## src/rtl/serial_adder_pkg.sv

```systemverilog
// serial_adder_pkg: shared FSM state type, default width and bit-counter sizing.
package serial_adder_pkg;
  typedef enum logic [1:0] {IDLE, BUSY, DONE} sa_state_t;
  localparam int SA_DEFAULT_WIDTH = 8;
  function automatic int sa_cnt_w(input int w);
    return w > 1 ? $clog2(w) : 1;
  endfunction
endpackage

```

## src/rtl/serial_adder_if.sv

```systemverilog
// serial_adder_if: operand/result valid-ready bundle; ovf exists only with SERIAL_ADDER_OVF_EN.
interface serial_adder_if import serial_adder_pkg::*; #(parameter int WIDTH = SA_DEFAULT_WIDTH);
  logic in_valid, in_ready, ci, out_valid, out_ready, co;
  logic [WIDTH-1:0] a, b, s;
`ifdef SERIAL_ADDER_OVF_EN
  logic ovf;
  modport master (output in_valid, a, b, ci, out_ready, input in_ready, out_valid, s, co, ovf);
  modport slave (input in_valid, a, b, ci, out_ready, output in_ready, out_valid, s, co, ovf);
`else
  modport master (output in_valid, a, b, ci, out_ready, input in_ready, out_valid, s, co);
  modport slave (input in_valid, a, b, ci, out_ready, output in_ready, out_valid, s, co);
`endif
endinterface

```

## src/rtl/serial_adder_fa_bit.sv

```systemverilog
// fa_bit: combinational one-bit full adder cell.
module fa_bit (
  input  logic a_i,
  input  logic b_i,
  input  logic ci_i,
  output logic s_o,
  output logic co_o
);
  assign s_o = a_i ^ b_i ^ ci_i;
  assign co_o = (a_i & b_i) | (ci_i & (a_i ^ b_i));
endmodule

```

## src/rtl/serial_adder.sv

```systemverilog
// serial_adder: LSB-first bit-serial adder around one fa_bit cell and a carry flop.
// Optional signed-overflow output enabled by SERIAL_ADDER_OVF_EN.
module serial_adder import serial_adder_pkg::*; #(
  parameter int WIDTH = SA_DEFAULT_WIDTH
) (
  input logic clk,
  input logic rst,
  serial_adder_if.slave sa
);
  localparam int CW = sa_cnt_w(WIDTH);
  sa_state_t state_q, state_d;
  logic [CW-1:0] cnt_q, cnt_d;
  logic [WIDTH-1:0] a_q, a_d, b_q, b_d, s_q, s_d, s_shift;
  logic c_q, c_d, co_q, co_d, fs, fc, take, busy, last;
  fa_bit u_fa (.a_i(a_q[0]), .b_i(b_q[0]), .ci_i(c_q), .s_o(fs), .co_o(fc));
  assign take = state_q == IDLE && sa.in_valid;
  assign busy = state_q == BUSY;
  assign last = cnt_q == CW'(WIDTH - 1);
  generate
    if (WIDTH == 1) begin : g_one
      assign s_shift = fs;
    end else begin : g_many
      assign s_shift = {fs, s_q[WIDTH-1:1]};
    end
  endgenerate
  always_comb begin
    state_d = state_q == IDLE ? (sa.in_valid ? BUSY : IDLE) :
              state_q == BUSY ? (last ? DONE : BUSY) :
              state_q == DONE && !sa.out_ready ? DONE : IDLE;
    cnt_d = take ? '0 : busy ? cnt_q + CW'(1) : cnt_q;
    a_d = take ? sa.a : busy ? a_q >> 1 : a_q;
    b_d = take ? sa.b : busy ? b_q >> 1 : b_q;
    c_d = take ? sa.ci : busy ? fc : c_q;
    s_d = busy ? s_shift : s_q;
    co_d = busy && last ? fc : co_q;
  end
  always_ff @(posedge clk) begin
    if (rst) begin
      state_q <= IDLE;
      cnt_q <= '0;
      a_q <= '0;
      b_q <= '0;
      s_q <= '0;
      c_q <= 1'b0;
      co_q <= 1'b0;
    end else begin
      state_q <= state_d;
      cnt_q <= cnt_d;
      a_q <= a_d;
      b_q <= b_d;
      s_q <= s_d;
      c_q <= c_d;
      co_q <= co_d;
    end
  end
`ifdef SERIAL_ADDER_OVF_EN
  // on the last bit c_q is the carry into the MSB and fc the carry out of it
  logic ovf_q;
  always_ff @(posedge clk) begin
    if (rst) ovf_q <= 1'b0;
    else if (busy && last) ovf_q <= c_q ^ fc;
  end
  assign sa.ovf = ovf_q;
`endif
  assign sa.in_ready = state_q == IDLE;
  assign sa.out_valid = state_q == DONE;
  assign sa.s = s_q;
  assign sa.co = co_q;
endmodule

```

## src/flat_wrapper.sv

```systemverilog
// flat-port wrapper written by rule: the top's interface ports become plain ports
module serial_adder_flat import serial_adder_pkg::*;
#(
  parameter int WIDTH = SA_DEFAULT_WIDTH
)
  (clk, rst, sa_in_valid, sa_a, sa_b, sa_ci, sa_out_ready, sa_in_ready, sa_out_valid, sa_s, sa_co);
  serial_adder_if #(.WIDTH(WIDTH)) sa_i ();
  input logic clk;
  input logic rst;
  input wire logic [$bits(sa_i.in_valid)-1:0] sa_in_valid;
  input wire logic [$bits(sa_i.a)-1:0] sa_a;
  input wire logic [$bits(sa_i.b)-1:0] sa_b;
  input wire logic [$bits(sa_i.ci)-1:0] sa_ci;
  input wire logic [$bits(sa_i.out_ready)-1:0] sa_out_ready;
  output wire logic [$bits(sa_i.in_ready)-1:0] sa_in_ready;
  output wire logic [$bits(sa_i.out_valid)-1:0] sa_out_valid;
  output wire logic [$bits(sa_i.s)-1:0] sa_s;
  output wire logic [$bits(sa_i.co)-1:0] sa_co;
  assign sa_i.in_valid = sa_in_valid;
  assign sa_i.a = sa_a;
  assign sa_i.b = sa_b;
  assign sa_i.ci = sa_ci;
  assign sa_i.out_ready = sa_out_ready;
  assign sa_in_ready = sa_i.in_ready;
  assign sa_out_valid = sa_i.out_valid;
  assign sa_s = sa_i.s;
  assign sa_co = sa_i.co;
  serial_adder #(.WIDTH(WIDTH)) u_core (.clk(clk), .rst(rst), .sa(sa_i));
endmodule
```

## config.mk

```make
export PLATFORM = sky130hd
export DESIGN_NAME = serial_adder_flat
export DESIGN_NICKNAME = d
export VERILOG_FILES = /design/src/rtl/serial_adder_pkg.sv /design/src/rtl/serial_adder_if.sv /design/src/rtl/serial_adder_fa_bit.sv /design/src/rtl/serial_adder.sv /design/src/flat_wrapper.sv
export SDC_FILE = /design/constraint.sdc
export NUM_CORES = 1
export LEC_CHECK = 0
export ABC_AREA = 0
export CAP_MARGIN = 20
export CORE_MARGIN = 2
export CORE_UTILIZATION = 48
export DETAILED_ROUTE_END_ITERATION = 10
export GPL_ROUTABILITY_DRIVEN = 0
export PLACE_DENSITY = 0.83
export RECOVER_POWER = 25
export SETUP_SLACK_MARGIN = 0.2
export SLEW_MARGIN = 30
export SYNTH_ARGS = -nofsm -noshare
export SYNTH_HDL_FRONTEND = slang
export SYNTH_SLANG_ARGS = --single-unit
```

## constraint.sdc

```tcl
create_clock -name clk -period 1.85 [get_ports clk]
set_clock_uncertainty 0.1 [all_clocks]
set_input_delay 0.185 -clock clk [delete_from_list [all_inputs] [get_ports clk]]
set_output_delay 0.185 -clock clk [all_outputs]
set_load 0.01 [all_outputs]
```

**Word level (Yosys, flattened, before mapping)**

Index checks and enable logic that the tools add are counted.

- Input bits: 21
- Register bits: 31
- Output and inout port bits: 11
- Word-level logic and storage cells: 34

- Bitwise gates (word level): 5
- Add/sub/neg operators: 1
- Equal/unequal tests: 3
- Multiplexer cells: 11
- Reductions and logical operators: 7

Operators with widths:

| kind | number |
|---|---|
| $mux W8 | 4 |
| $mux W2 | 4 |
| $add A3 B1 Y3 const B | 1 |
| $eq A3 B3 Y1 const B | 1 |
| $logic_and A1 B1 Y1 | 3 |
| $mux W1 | 3 |
| $and A1 B1 Y1 | 2 |
| $eq A2 B1 Y1 const B | 1 |
| $eq A2 B2 Y1 const B | 1 |
| $logic_not A2 Y1 | 1 |
| $reduce_bool A2 Y1 | 1 |
| $reduce_or A2 Y1 | 1 |
| $xor A1 B1 Y1 | 2 |
| $logic_not A1 Y1 | 1 |
| $or A1 B1 Y1 | 1 |

**Depth between registers and ports, before layout**

- Word-level depth: 5
- Mapped depth: 6
- Gate-level depth less buffers: 5

**By module**

From an unflattened synthesis, not the netlist that was laid out.

- Cell total of the unflattened synthesis: 160
- Area, all modules: 1390.1 um^2

Modules (own cells, without submodules):

| module | area an instance (um^2) | cells an instance | times used |
|---|---|---|---|
| serial_adder | 1370.1 | 159 | 1 |
| fa_bit | 20.0 | 1 | 1 |

**Worst setup path before layout**

OpenSTA, ideal clock, no wires.

- Path type: reg-to-reg
- From: reg u_core.state_q[1]
- To: reg u_core.a_q[7]
- Arrival time: 1.174 ns
- Library setup time: 0.134 ns
- Period minus slack after synthesis: 1.408 ns
- Slack: 0.442 ns
- Stages on the path, launching flop included: 7
- Cells stage by stage: dfxtp_1 -> buf_6 -> or3b_1 -> buf_6 -> buf_6 -> nand3_1 -> a21oi_1

- Cells in the longest elaborated chain, start to end: 3
- Elaborated cells between the ends (all ways): 5
- Classes of those cells: eq/ne (1); mux (1); reduce/logical (3)

RTL lines:

| item | line | text |
|---|---|---|
| start, declared | serial_adder.sv:11 | `sa_state_t state_q, state_d;` |
| start signal, assigned | serial_adder.sv:47 | `state_q <= state_d;` |
| $logic_not A2 Y1 | serial_adder.sv:16 | `assign take = state_q == IDLE && sa.in_valid;` |
| $logic_and A1 B1 Y1 | serial_adder.sv:16 |  |
| $mux W8 / $reduce_bool A2 Y1 (equally long branches) | -- |  |
| end signal, assigned | serial_adder.sv:41 | `a_q <= '0;` |
| end signal, assigned | serial_adder.sv:49 | `a_q <= a_d;` |
| end, declared | serial_adder.sv:13 | `logic [WIDTH-1:0] a_q, a_d, b_q, b_d, s_q, s_d, s_shift;` |

Parallel ways exist; a longest one is shown, timed or not.
A chain may end at the register's enable or synchronous reset.

**Worst setup path after layout**

- From: reg u_core.state_q[1]
- To: out sa_out_valid

- Cells in the longest elaborated chain, start to end: 1

RTL lines:

| item | line | text |
|---|---|---|
| $eq A2 B2 Y1 | serial_adder.sv:66 | `assign sa.out_valid = state_q == DONE;` |
| end, declared | flat_wrapper.sv:16 | `output wire logic [$bits(sa_i.out_valid)-1:0] sa_out_valid;` |

No other way between the ends.

==> results.py <==
metrics = {
    "run_status": {
        "status": "finished clean",
    },
    "grt": {
        "grt_pass1_wl_um": 4620,
        "gr-total-overflow": 0,
        "grt_max_degree": 32,
        "antenna_found_initial": 0,
        "grt_pass1_vias": 1126,
        "track_usage_pct": 18.0,
    },
    "setup_path": {
        "critical_path.max_fanout": 11,
        "end_kind": "primary output",
        "startpoint_type": "register",
        "path_class": "reg -> out",
        "required_ns": 1.56,
        "arrival_ns": 1.34,
    },
    "place": {
        "port_buffers": 31,
        "hpwl_um": 2020,
        "dp.cells": 214,
    },
    "layout": {
        "nets": 214,
        "seqCellArea_um2": 622,
        "multi_input_area_um2": 652,
        "nFillCells": 239,
        "fin_util_pct": 63.8,
        "drive_above_1_share_pct": 11.0,
        "stdcell_count": 222,
        "n_antenna_cell": 0,
        "syn_to_final_growth_pct": 28.4,
    },
    "clock_network": {
        "cts-buffers-inserted": 5,
        "clkTransAtPathRegs_ns": 0.11,
        "cts_setup_buffers": 0,
        "clk_latency_ns": 0.33,
        "cts_tree": "built",
        "cts_buffer_depth": 2,
        "numClockSinks": 31,
        "clk_root_buffer_cell": "clkbuf_4",
        "h-tree-depth": 2,
        "cts_hold_buf": 0,
    },
    "power_and_ir_drop": {
        "p_per_area_nw_per_um2": 808,
        "p_int_uw": 1050,
        "net-switching-power_uw": 363,
        "p_seq_share_pct": 52.0,
        "netSwitchingFraction_pct": 25.8,
        "p_comb_share_pct": 16.0,
        "clkPwrFrac_pct": 32.0,
        "ir_drop_v": 0.000547,
        "power_leakage_uw": 0.000640,
    },
    "synthesis": {
        "synth-edff-count": 0,
        "postSynthAreaPerCell_um2": 8.49,
        "yosys.area.top_type_share_pct": 45.7,
        "synth-seq-cells": 31,
        "ys_top_cells_by_area": "dfxtp_1 46%, a21oi_1 9.6%, nand2_1 8.3%, a211oi_1 6.6%, nor2_1 4.7%",
        "ys_async_sr_fraction_pct": 0,
        "syn-cell-area_um2": 1360,
        "syn_nets": 184,
        "synthCells": 160,
        "yosysMostFrequentCell": "dfxtp_1",
        "synth_warnings": 0,
        "yosysSeqAreaShare_pct": 45.7,
        "synthFlopType": "dfxtp_1",
        "yosys.area.top_type": "dfxtp_1",
        "synth_cell_types": 25,
        "synthTopCellsByCount": "31 x dfxtp_1, 30 x nand2_1, 26 x a21oi_1, 17 x nor2_1, 12 x a211oi_1",
    },
    "route": {
        "drt_iter0_drc": 24,
        "vias": 1200,
        "vias_per_cell": 5.41,
        "wire_per_inst_um": 12.6,
        "totalWireLength_um": 2800,
        "ant_nets": 0,
        "first_pass_iters": 4,
        "drc": 0,
    },
    "sta": {
        "fmax_mhz": 617,
        "finalHoldViolations": 0,
        "slew_viol_final": 0,
        "setup-violations-final": 0,
        "layout_min_cycle_time_ns": 1.62,
        "rsz0062_at_grt": "no",
        "finalCritPeriodShare_pct": 87.6,
        "worst_pin_slew_ns": 0.490,
        "max_slew_margin_pct": 67.3,
        "fin_setup_tns_ns": 0,
    },
    "die": {
        "ios": 32,
        "start_util_pct": 49.7,
        "core-area_um2": 2730,
        "die_w_um": 57.2,
        "rows": 19,
        "die-area_um2": 3270,
        "die_h_um": 57.2,
    },
    "hold_path": {
        "hold_class": "in -> reg",
    },
    "run": {
        "drv_cap": 0,
    },
}
## state kept, by name, indices dropped and copies added (netlist names)
signal	flops
u_core.state_q	2
u_core.a_q	8
u_core.b_q	8
u_core.sa.co	1
u_core.sa.s	8
u_core.cnt_q	3
u_core.c_q	1
## worst max-delay path: stages (launching register included)
cell             delay [ns]
dfxtp_1                0.55
nor2b_1                0.22
clkdlybuf4s15_1        0.25
## final cells by class
| cell class | count | share of cell area [%] |
|---|---|---|
| well taps | 31 | 2.22 |
| multi-input cells | 116 | 37.4 |
| repair buffers | 36 | 20.6 |
| flip-flops and latches | 31 | 35.7 |
| clock inverters | 1 | 0.430 |
| clock buffers | 7 | 3.73 |
## power by group through the flow
stage	registers (uW)	clock network (uW)	logic, uW
after floorplan	743	0	145
after global placement	745	0	218
after detailed placement	748	0	228
after CTS	733	455	228
after global routing	739	491	248
final	734	451	225
## worst paths after layout
kind                startpoint  cells past startpoint  slack, ns        endpoint
max          u_core.state_q[1]                      2       0.23    sa_out_valid
min                    sa_a[7]                      3       0.31   u_core.a_q[7]
max reg2reg  u_core.state_q[1]                      3       0.30   u_core.a_q[3]
min reg2reg     u_core.sa.s[5]                      2       0.37  u_core.sa.s[4]
## cells by family after synthesis
kind of cell               synth area share [%]
AOI/OAI and AO/OA                          17.5
DFF                                        45.7
muxes                                      2.21
xor gates and xnor gates                  0.645
buffers and inverters                      6.45
and+or+nand+nor                            24.2
adders and majority gates                  3.31
## placed cells by master, fill, tap and decap left out, types with 2 or more instances in the layout
| cell type | n |
|---|---|
| nand2_1 | 30 |
| dfxtp_1 | 30 |
| clkdlybuf4s50_1 | 29 |
| a21oi_1 | 26 |
| nor2_1 | 17 |
| a211oi_1 | 12 |
| nor3_1 | 6 |
| nand2b_1 | 5 |
| clkbuf_4 | 5 |
| buf_4 | 4 |
| mux2i_1 | 3 |
| or3b_2 | 3 |
| nand3_1 | 2 |
| ha_1 | 2 |
| clkbuf_8 | 2 |
## layer usage
metal,GRT usage [%],up-vias,part of all wire [%]
li1,-,600,-
met1,21.1,561,42
met2,32.0,34,53
met3,4.08,5,4.8
met4,6.31,0,0.89
met5,0,-,0
## per-stage QoR
stage	total power [uW]	setup slack (ns)	hold slack, ns	instance area [um^2]
after floorplan	888	0.442	0.162	1360
after global placement	963	0.0822	0.344	1670
after detailed placement	976	0.0405	0.354	1670
after CTS	1420	0.253	0.302	1740
after global routing	1480	0.112	0.303	1740
final	1410	0.229	0.312	1740
## repair_timing
action | in CTS | in global routing
pin swaps | 0 | 0
endpoints found under the setup margin | 17 | 2
gates resized for setup | 4 | 2
Power figures use the tool's default switching activity.
